File: src/rtl/mem_arb_pkg.sv
// Shared types and default widths for the IFU/LSU memory arbiter.
//   owner_e     : which requester owns the in-flight transaction
//   arb_state_e : arbiter FSM states
package mem_arb_pkg;

   localparam int unsigned ADDR_W_DEF = 32;
   localparam int unsigned DATA_W_DEF = 32;

   typedef enum logic [1:0] {
      OWN_NONE = 2'd0,
      OWN_IFU  = 2'd1,
      OWN_LSU  = 2'd2
   } owner_e;

   typedef enum logic [1:0] {
      ARB_IDLE = 2'd0,
      ARB_REQ  = 2'd1,
      ARB_RESP = 2'd2
   } arb_state_e;

endpackage

File: src/rtl/mem_arbiter_arb_pick.sv
// arb_pick: combinational winner select between IFU and LSU.
//   ifu_valid_i  : IFU request valid
//   lsu_valid_i  : LSU request valid
//   last_grant_i : requester granted most recently (tie-break input)
//   winner_o     : OWN_NONE, OWN_IFU or OWN_LSU
// On a tie the requester that was not granted last wins. Tying last_grant_i
// to OWN_IFU therefore yields fixed LSU-over-IFU priority.
module arb_pick
   import mem_arb_pkg::*;
(
   input  logic   ifu_valid_i,
   input  logic   lsu_valid_i,
   input  owner_e last_grant_i,
   output owner_e winner_o
);

   always_comb begin
      winner_o = OWN_NONE;
      if (ifu_valid_i && lsu_valid_i) begin
         winner_o = (last_grant_i == OWN_LSU) ? OWN_IFU : OWN_LSU;
      end else if (lsu_valid_i) begin
         winner_o = OWN_LSU;
      end else if (ifu_valid_i) begin
         winner_o = OWN_IFU;
      end
   end

endmodule

File: src/rtl/mem_arbiter.sv
// mem_arbiter: shares one single-ported memory between instruction fetch
// (IFU) and load/store (LSU), one transaction outstanding at a time.
//   clk, rst                 : clock, synchronous active-high reset
//   ifu_req_* / ifu_addr     : fetch request channel (valid/ready)
//   ifu_resp_valid/ifu_rdata : fetch response, one-cycle pulse
//   lsu_req_* / lsu_*        : load/store request channel (valid/ready)
//   lsu_resp_valid/lsu_rdata : load data / store completion, one-cycle pulse
//   mem_req_* / mem_*        : latched request towards the memory
//   mem_resp_valid/mem_rdata : memory response
// Build option: define ARB_ROUND_ROBIN_EN for round-robin arbitration on
// ties; otherwise LSU has fixed priority over IFU.
module mem_arbiter
   import mem_arb_pkg::*;
#(
   parameter int unsigned ADDR_W = ADDR_W_DEF,
   parameter int unsigned DATA_W = DATA_W_DEF
) (
   input  logic                clk,
   input  logic                rst,
   input  logic                ifu_req_valid,
   output logic                ifu_req_ready,
   input  logic [ADDR_W-1:0]   ifu_addr,
   output logic                ifu_resp_valid,
   output logic [DATA_W-1:0]   ifu_rdata,
   input  logic                lsu_req_valid,
   output logic                lsu_req_ready,
   input  logic [ADDR_W-1:0]   lsu_addr,
   input  logic                lsu_wen,
   input  logic [DATA_W-1:0]   lsu_wdata,
   input  logic [DATA_W/8-1:0] lsu_wmask,
   output logic                lsu_resp_valid,
   output logic [DATA_W-1:0]   lsu_rdata,
   output logic                mem_req_valid,
   input  logic                mem_req_ready,
   output logic [ADDR_W-1:0]   mem_addr,
   output logic                mem_wen,
   output logic [DATA_W-1:0]   mem_wdata,
   output logic [DATA_W/8-1:0] mem_wmask,
   input  logic                mem_resp_valid,
   input  logic [DATA_W-1:0]   mem_rdata
);

   arb_state_e            state_q;
   owner_e                owner_q;
   logic                  mem_req_valid_q;
   logic [ADDR_W-1:0]     mem_addr_q;
   logic                  mem_wen_q;
   logic [DATA_W-1:0]     mem_wdata_q;
   logic [DATA_W/8-1:0]   mem_wmask_q;
   logic                  ifu_resp_valid_q;
   logic [DATA_W-1:0]     ifu_rdata_q;
   logic                  lsu_resp_valid_q;
   logic [DATA_W-1:0]     lsu_rdata_q;

   owner_e                winner;
   owner_e                last_grant;
   logic                  ifu_grant;
   logic                  lsu_grant;

   // Winner select; only meaningful while idle.
   arb_pick u_arb_pick (
      .ifu_valid_i  (ifu_req_valid),
      .lsu_valid_i  (lsu_req_valid),
      .last_grant_i (last_grant),
      .winner_o     (winner)
   );

   assign ifu_req_ready = (state_q == ARB_IDLE) && (winner == OWN_IFU);
   assign lsu_req_ready = (state_q == ARB_IDLE) && (winner == OWN_LSU);
   assign ifu_grant     = ifu_req_valid && ifu_req_ready;
   assign lsu_grant     = lsu_req_valid && lsu_req_ready;

`ifdef ARB_ROUND_ROBIN_EN
   owner_e last_grant_q;

   // Remember the most recent grant so ties alternate.
   always_ff @(posedge clk) begin
      if (rst) begin
         last_grant_q <= OWN_IFU;
      end else if (lsu_grant) begin
         last_grant_q <= OWN_LSU;
      end else if (ifu_grant) begin
         last_grant_q <= OWN_IFU;
      end
   end

   assign last_grant = last_grant_q;
`else
   // Constant IFU makes every tie resolve to LSU.
   assign last_grant = OWN_IFU;
`endif

   // Arbiter FSM with latched request fields and registered responses.
   always_ff @(posedge clk) begin
      if (rst) begin
         state_q          <= ARB_IDLE;
         owner_q          <= OWN_NONE;
         mem_req_valid_q  <= 1'b0;
         mem_addr_q       <= '0;
         mem_wen_q        <= 1'b0;
         mem_wdata_q      <= '0;
         mem_wmask_q      <= '0;
         ifu_resp_valid_q <= 1'b0;
         ifu_rdata_q      <= '0;
         lsu_resp_valid_q <= 1'b0;
         lsu_rdata_q      <= '0;
      end else begin
         ifu_resp_valid_q <= 1'b0;
         lsu_resp_valid_q <= 1'b0;
         case (state_q)
            ARB_IDLE: begin
               if (lsu_grant) begin
                  owner_q         <= OWN_LSU;
                  mem_addr_q      <= lsu_addr;
                  mem_wen_q       <= lsu_wen;
                  mem_wdata_q     <= lsu_wdata;
                  mem_wmask_q     <= lsu_wmask;
                  mem_req_valid_q <= 1'b1;
                  state_q         <= ARB_REQ;
               end else if (ifu_grant) begin
                  owner_q         <= OWN_IFU;
                  mem_addr_q      <= ifu_addr;
                  mem_wen_q       <= 1'b0;
                  mem_wdata_q     <= '0;
                  mem_wmask_q     <= '0;
                  mem_req_valid_q <= 1'b1;
                  state_q         <= ARB_REQ;
               end
            end
            ARB_REQ: begin
               if (mem_req_ready) begin
                  mem_req_valid_q <= 1'b0;
                  state_q         <= ARB_RESP;
               end
            end
            ARB_RESP: begin
               if (mem_resp_valid) begin
                  if (owner_q == OWN_IFU) begin
                     ifu_rdata_q      <= mem_rdata;
                     ifu_resp_valid_q <= 1'b1;
                  end else if (owner_q == OWN_LSU) begin
                     lsu_rdata_q      <= mem_rdata;
                     lsu_resp_valid_q <= 1'b1;
                  end
                  owner_q <= OWN_NONE;
                  state_q <= ARB_IDLE;
               end
            end
            default: begin
               owner_q <= OWN_NONE;
               state_q <= ARB_IDLE;
            end
         endcase
      end
   end

   assign mem_req_valid  = mem_req_valid_q;
   assign mem_addr       = mem_addr_q;
   assign mem_wen        = mem_wen_q;
   assign mem_wdata      = mem_wdata_q;
   assign mem_wmask      = mem_wmask_q;
   assign ifu_resp_valid = ifu_resp_valid_q;
   assign ifu_rdata      = ifu_rdata_q;
   assign lsu_resp_valid = lsu_resp_valid_q;
   assign lsu_rdata      = lsu_rdata_q;

endmodule

File: config.mk
export PLATFORM = sky130hd
export DESIGN_NAME = mem_arbiter
export DESIGN_NICKNAME = d
export VERILOG_FILES = /design/src/rtl/mem_arb_pkg.sv /design/src/rtl/mem_arbiter_arb_pick.sv /design/src/rtl/mem_arbiter.sv
export SDC_FILE = /design/constraint.sdc
export NUM_CORES = 1
export LEC_CHECK = 0
export CAP_MARGIN = 40
export CORE_ASPECT_RATIO = 2
export CORE_MARGIN = 3
export CORE_UTILIZATION = 38
export CTS_CLUSTER_DIAMETER = 120
export DETAILED_ROUTE_END_ITERATION = 16
export GPL_TIMING_DRIVEN = 0
export MAX_ROUTING_LAYER = met4
export PLACE_DENSITY = 0.77
export SLEW_MARGIN = 20
export SYNTH_ARGS = -nofsm -noshare
export SYNTH_HDL_FRONTEND = slang
export SYNTH_HIERARCHICAL = 1
export SYNTH_SLANG_ARGS = --single-unit
File: constraint.sdc
create_clock -name clk -period 2.3 [get_ports clk]
set_input_delay 0.575 -clock clk [delete_from_list [all_inputs] [get_ports clk]]
set_output_delay 0.575 -clock clk [all_outputs]
set_load 0.1 [all_outputs]
======== Word level (Yosys, flattened, before mapping) ========
Cells that the tools add are included.
cells by class
  reductions and logical operators ........ 16
  bitwise operators ....................... 4
  eq/ne operators ......................... 9
  mux-type cells .......................... 24
operators by type and width
  cell                  number
  $mux W32              4
  $mux W2               7
  $pmux W2 S3           2
  $reduce_and A3 Y1     4
  $mux W1               8
  $mux W4               2
  $eq A2 B1 Y1 const B  3
  $eq A2 B2 Y1 const B  3
  $logic_and A1 B1 Y1   5
  $ne A2 B2 Y1 const B  2
  $not A1 Y1            4
  $reduce_and A4 Y1     1
  $reduce_bool A2 Y1    2
  $reduce_or A4 Y1      1
  $ne A3 B3 Y1 const B  1
  $reduce_or A3 Y1      1
  $logic_not A2 Y1      1
  $pmux W1 S2           1
  $reduce_and A2 Y1     1
storage, ports and cells
  register bits ........................... 140
  logic and storage cells ................. 64
  output and inout bits ................... 138

======== Longest topological paths before layout ========
  word-level depth ........................ 9
  depth in mapped cells ................... 8
  depth with buffers taken out ............ 6

======== Cells and area by module ========
Netlist, hierarchy kept.
by module, submodules not included
  module       area an instance (um2)  cells each  sequential area each (um2)  instances
  mem_arbiter  6,004.5                 722         2,802.7                     1
  arb_pick     30.0                    4           0.0                         1

======== Worst setup path before layout ========
No wires, ideal clock.
  path type ............................... input -> output
  from .................................... input port ifu_req_valid
  to ...................................... output port ifu_req_ready
  path buffers ............................ 2
  data arrival time ....................... 1.806 ns
  required time ........................... 1.725 ns
  setup slack ............................. -0.081 ns
  stages on the path ...................... 6
  path through ............................ inv_1 a21oi_1 or4b_4 buf_6 clkinv_4 buf_8
between the ends
  word-level cells in the longest chain between the ends .. 5
  elaborated cells on any way between the ends .. 6
  classes of those cells .................. eq/ne: 1; mux: 3; reduce/logical: 2
ends and longest elaborated chain
  item                     line                        source
  start, declared          mem_arbiter.sv:20           input logic ifu_req_valid,
  $mux W1                  mem_arbiter_arb_pick.sv:23  end else if (ifu_valid_i) begin
  $mux W2                  mem_arbiter_arb_pick.sv:21  end else if (lsu_valid_i) begin
  $mux W2 (*)              mem_arbiter_arb_pick.sv:19  if (ifu_valid_i && lsu_valid_i) begin
  net winner[0]            mem_arbiter.sv:55           owner_e winner;
  $eq A2 B1 Y1 (*)         mem_arbiter.sv:68           assign ifu_req_ready = (state_q == ARB_IDLE) && (winner == OWN_IFU);
  $logic_and A1 B1 Y1 (*)  mem_arbiter.sv:68
  end, declared            mem_arbiter.sv:21           output logic ifu_req_ready,
Mark *: on every way through the listed nets, which the timed path passes. The rest lies on a longest branch.

======== Worst setup path after layout ========
  from .................................... input port lsu_req_valid
  to ...................................... output port ifu_req_ready
between the ends
  word-level cells in the longest chain between the ends .. 4
  elaborated cells on any way between the ends .. 5
  classes of those cells .................. eq/ne: 1; mux: 2; reduce/logical: 2
ends and longest elaborated chain
  item                                            line                                                    source
  start, declared                                 mem_arbiter.sv:25                                       input logic lsu_req_valid,
  $mux W2 or $logic_and A1 B1 Y1 (tied branches)  mem_arbiter_arb_pick.sv:21, mem_arbiter_arb_pick.sv:19
  $mux W2 (*)                                     mem_arbiter_arb_pick.sv:19
  net winner[1]                                   mem_arbiter.sv:55
  $eq A2 B1 Y1 (*)                                mem_arbiter.sv:68
  $logic_and A1 B1 Y1 (*)                         mem_arbiter.sv:68
Marks and branches as above.

==> impl_metrics.toml <==
[power_and_ir_drop]
power_density_nw_per_um2 = 601.7
p_leak_nw = 4.737
vdd_drop_max_mv = 0.5564
power.total_w = 0.007515

[die]
die_h_um = 184.2
die_w_um = 95.11
initial_core_util = 0.3905
io-pin-count = 277
core_area_sq_um = 15450
die_area_sq_um = 17520
row_count = 64

[timing]
fin_worst_skew_ns = 0.01187
setup_viol = 0
rsz0062_at_grt = "no"
finalCritPeriodShare = 0.9848
fin_ws_ns = 0.03501
hold_viol = 0
fmax_ghz = 0.4415
finalMaxSlewViolations = 0
hold-worst-slack_ns = 0.4759
post-route-min-period_ns = 2.265
tns_ns = 0
tightest_slew_ns = 0.6612
slew_headroom = 0.5592

[critical_path]
rr_startpoint = "state_q[0]"
critPathCaptureType = "primary output"
endpoint = "ifu_req_ready"
cp-startpoint = "lsu_req_valid"
worstSetupStartpointType = "primary input"
reg2reg_depth = 6
cp.required_ns = 1.73
r2r-end = "ifu_rdata[11]"
path_max_fanout = 4
rrSetupSlack_ns = 0.36
crit_arrival_ns = 1.69
critical_path_class = "in -> out"

[finish]
nets = 1299
n_fill_cell = 852
drive_above_1_share = 0.1980
synthToLayoutAreaGrowth_pct = 107.0
fin_cells = 1372

[placement]
dp_cells = 1337
gp_congestion = 0.8977
place_ws_ns = -1.204
hpwl_um = 22230
portBuffers = 275

[global_route]
top_usage_layer = "met2"
grt-ovfl-total = 0
grt_util_met1 = 0.3169
gr-usage-met2 = 0.6074
grt_pass1_vias = 8431
grt_use_total = 0.3453
grt_pass1_wl_um = 44870
grt_antenna_before_repair = 2
grt_max_degree = 17
grt_use_met3 = 0.06985

[yosys]
synth-edff-count = 0
synthCells = 726
ys_ff_latch = 140
netlist_area_sq_um = 6035
synth_cell_types = 33
ys_warn_count = 6
synth_fp_nets = 865
yosysSeqAreaShare = 0.4644
synth_area_per_cell_sq_um = 8.312
ys.flop_type = "dfxtp_1"
async_flop_share = 0

[drt]
ant_nets = 0
routed_wl_um = 29210
vias = 7667
drt_iter0_drc = 428
drt_first_pass_iters = 6
vias_per_cell = 5.588
wl_per_cell_um = 21.29
drcViolationCount = 0

[hold_path]
hold_class = "reg -> reg"

[clock_network]
htreeDepth = 4
cts.path.max_buffers = 2
clk_pin_slew_worst_paths_ns = 0.06
cts_tree = "done"
clock_latency_ns = 0.42
cts_buffers = 17
root_buffer = "clkbuf_16"
clock-sinks = 140

[job]
maxCapViolCount = 0

[outcome]
outcome = "finished clean"
-- per-layer routing --
metal	wire length [um]	vias to the layer above
li1	-	3445
met1	9275	3603
met2	15940	451
met3	1685	168
met4	2307	0
met5	0	-
-- registers in the layout (all words and copies together) (netlist names) --
| name | count |
|---|---|
| ifu_rdata | 32 |
| mem_wdata | 32 |
| mem_req_valid | 1 |
| mem_addr | 32 |
| lsu_rdata | 32 |
| state_q | 2 |
| owner_q | 2 |
| ifu_resp_valid | 1 |
| mem_wmask | 4 |
| mem_wen | 1 |
| lsu_resp_valid | 1 |
-- area by class of cell --
class                      instances  area, sq um  area share
antenna                            2        5.005   0.0004007
clock inverter                    11        192.7     0.01543
inverter                          75        294.0     0.02354
tap                              198        247.7     0.01983
clock buffer                      20        446.7     0.03576
buffer                            80        360.3     0.02885
sequential                       140         2803      0.2244
multi-input combinational        429         2576      0.2063
timing repair buffer             417         5565      0.4456
-- cells in the mapped netlist, types with 3 or more instances --
master	n	area (sq um)
o21ai_0	97	485.5
nand3_1	97	485.5
o32ai_1	37	324.1
buf_8	3	45.04
dfxtp_1	140	2803
buf_2	13	65.06
a31o_2	32	280.3
inv_1	74	277.8
nand3b_1	3	22.52
clkbuf_1	60	225.2
a21oi_1	68	340.3
nand2b_1	39	244.0
a31oi_1	35	219.0
-- critical path, cell delays in order --
cell and delay (ns):
buf_4 0.13, o21a_1 0.13, or4b_4 0.60, clkinv_8 0.08, buf_12 0.16
-- power breakdown --
part           total (W)  internal [W]  switching (W)
Combinational    0.00192      0.000819        0.00110
Clock            0.00304       0.00195        0.00109
Sequential       0.00256       0.00251      0.0000504
-- timing repair --
action / CTS / global route
buffers inserted: 7 / 0
endpoints found under the setup margin: 26 / 2
pin swaps: 2 / 0
hold buffers: 0 / 0
gates resized for setup: 14 / 1
-- worst min path at each step --
stage / cells past startpoint / slack (ns) / to / from
floorplan: 2 / 0.50 / owner_q[0] / owner_q[0]
global placement: 2 / 0.46 / ifu_rdata[11] / ifu_rdata[11]
detailed placement: 2 / 0.47 / ifu_rdata[29] / ifu_rdata[29]
CTS: 2 / 0.48 / ifu_rdata[29] / ifu_rdata[29]
global route: 2 / 0.50 / ifu_rdata[29] / ifu_rdata[29]
finish: 2 / 0.48 / lsu_rdata[31] / lsu_rdata[31]
-- cell families after synthesis --
family | after synthesis | share of synthesized area
flip-flops | 140 | 0.4644
AO/OA/AOI/OAI | 275 | 0.2818
AND/OR/NAND/NOR | 152 | 0.1420
buffers and inverters | 157 | 0.1105
other | 2 | 0.001245
-- cells in the final DEF (no fill, tap or decap), types with 2 or more instances in the layout --
| cell type | n |
|---|---|
| nand3_1 | 97 |
| diode_2 | 2 |
| buf_8 | 81 |
| clkbuf_1 | 62 |
| buf_6 | 2 |
| clkdlybuf4s50_1 | 271 |
| clkbuf_16 | 17 |
| buf_1 | 2 |
| buf_16 | 57 |
| bufinv_16 | 5 |
| a31oi_1 | 35 |
| a21oi_1 | 67 |
| buf_12 | 2 |
| o32ai_1 | 37 |
| nand2_1 | 2 |
| conb_1 | 2 |
| nor2_1 | 2 |
| dfxtp_1 | 140 |
| buf_4 | 9 |
| buf_2 | 12 |
| nand3b_1 | 3 |
| clkinvlp_4 | 2 |
| a31o_2 | 32 |
| clkinv_2 | 2 |
| clkinv_4 | 2 |
| o21ai_0 | 97 |
| inv_1 | 73 |
| nor2b_1 | 2 |
| nor3_1 | 2 |
| nand2b_1 | 39 |
-- stage by stage --
stage / instance area, sq um / util
floorplan: 6038 / -
global placement: 9039 / 0.5848
detailed placement: 11820 / 0.7651
CTS: 12490 / 0.8082
global route: 12490 / 0.8082
finish: 12490 / 0.8082
(Power assumes the default switching activity.)
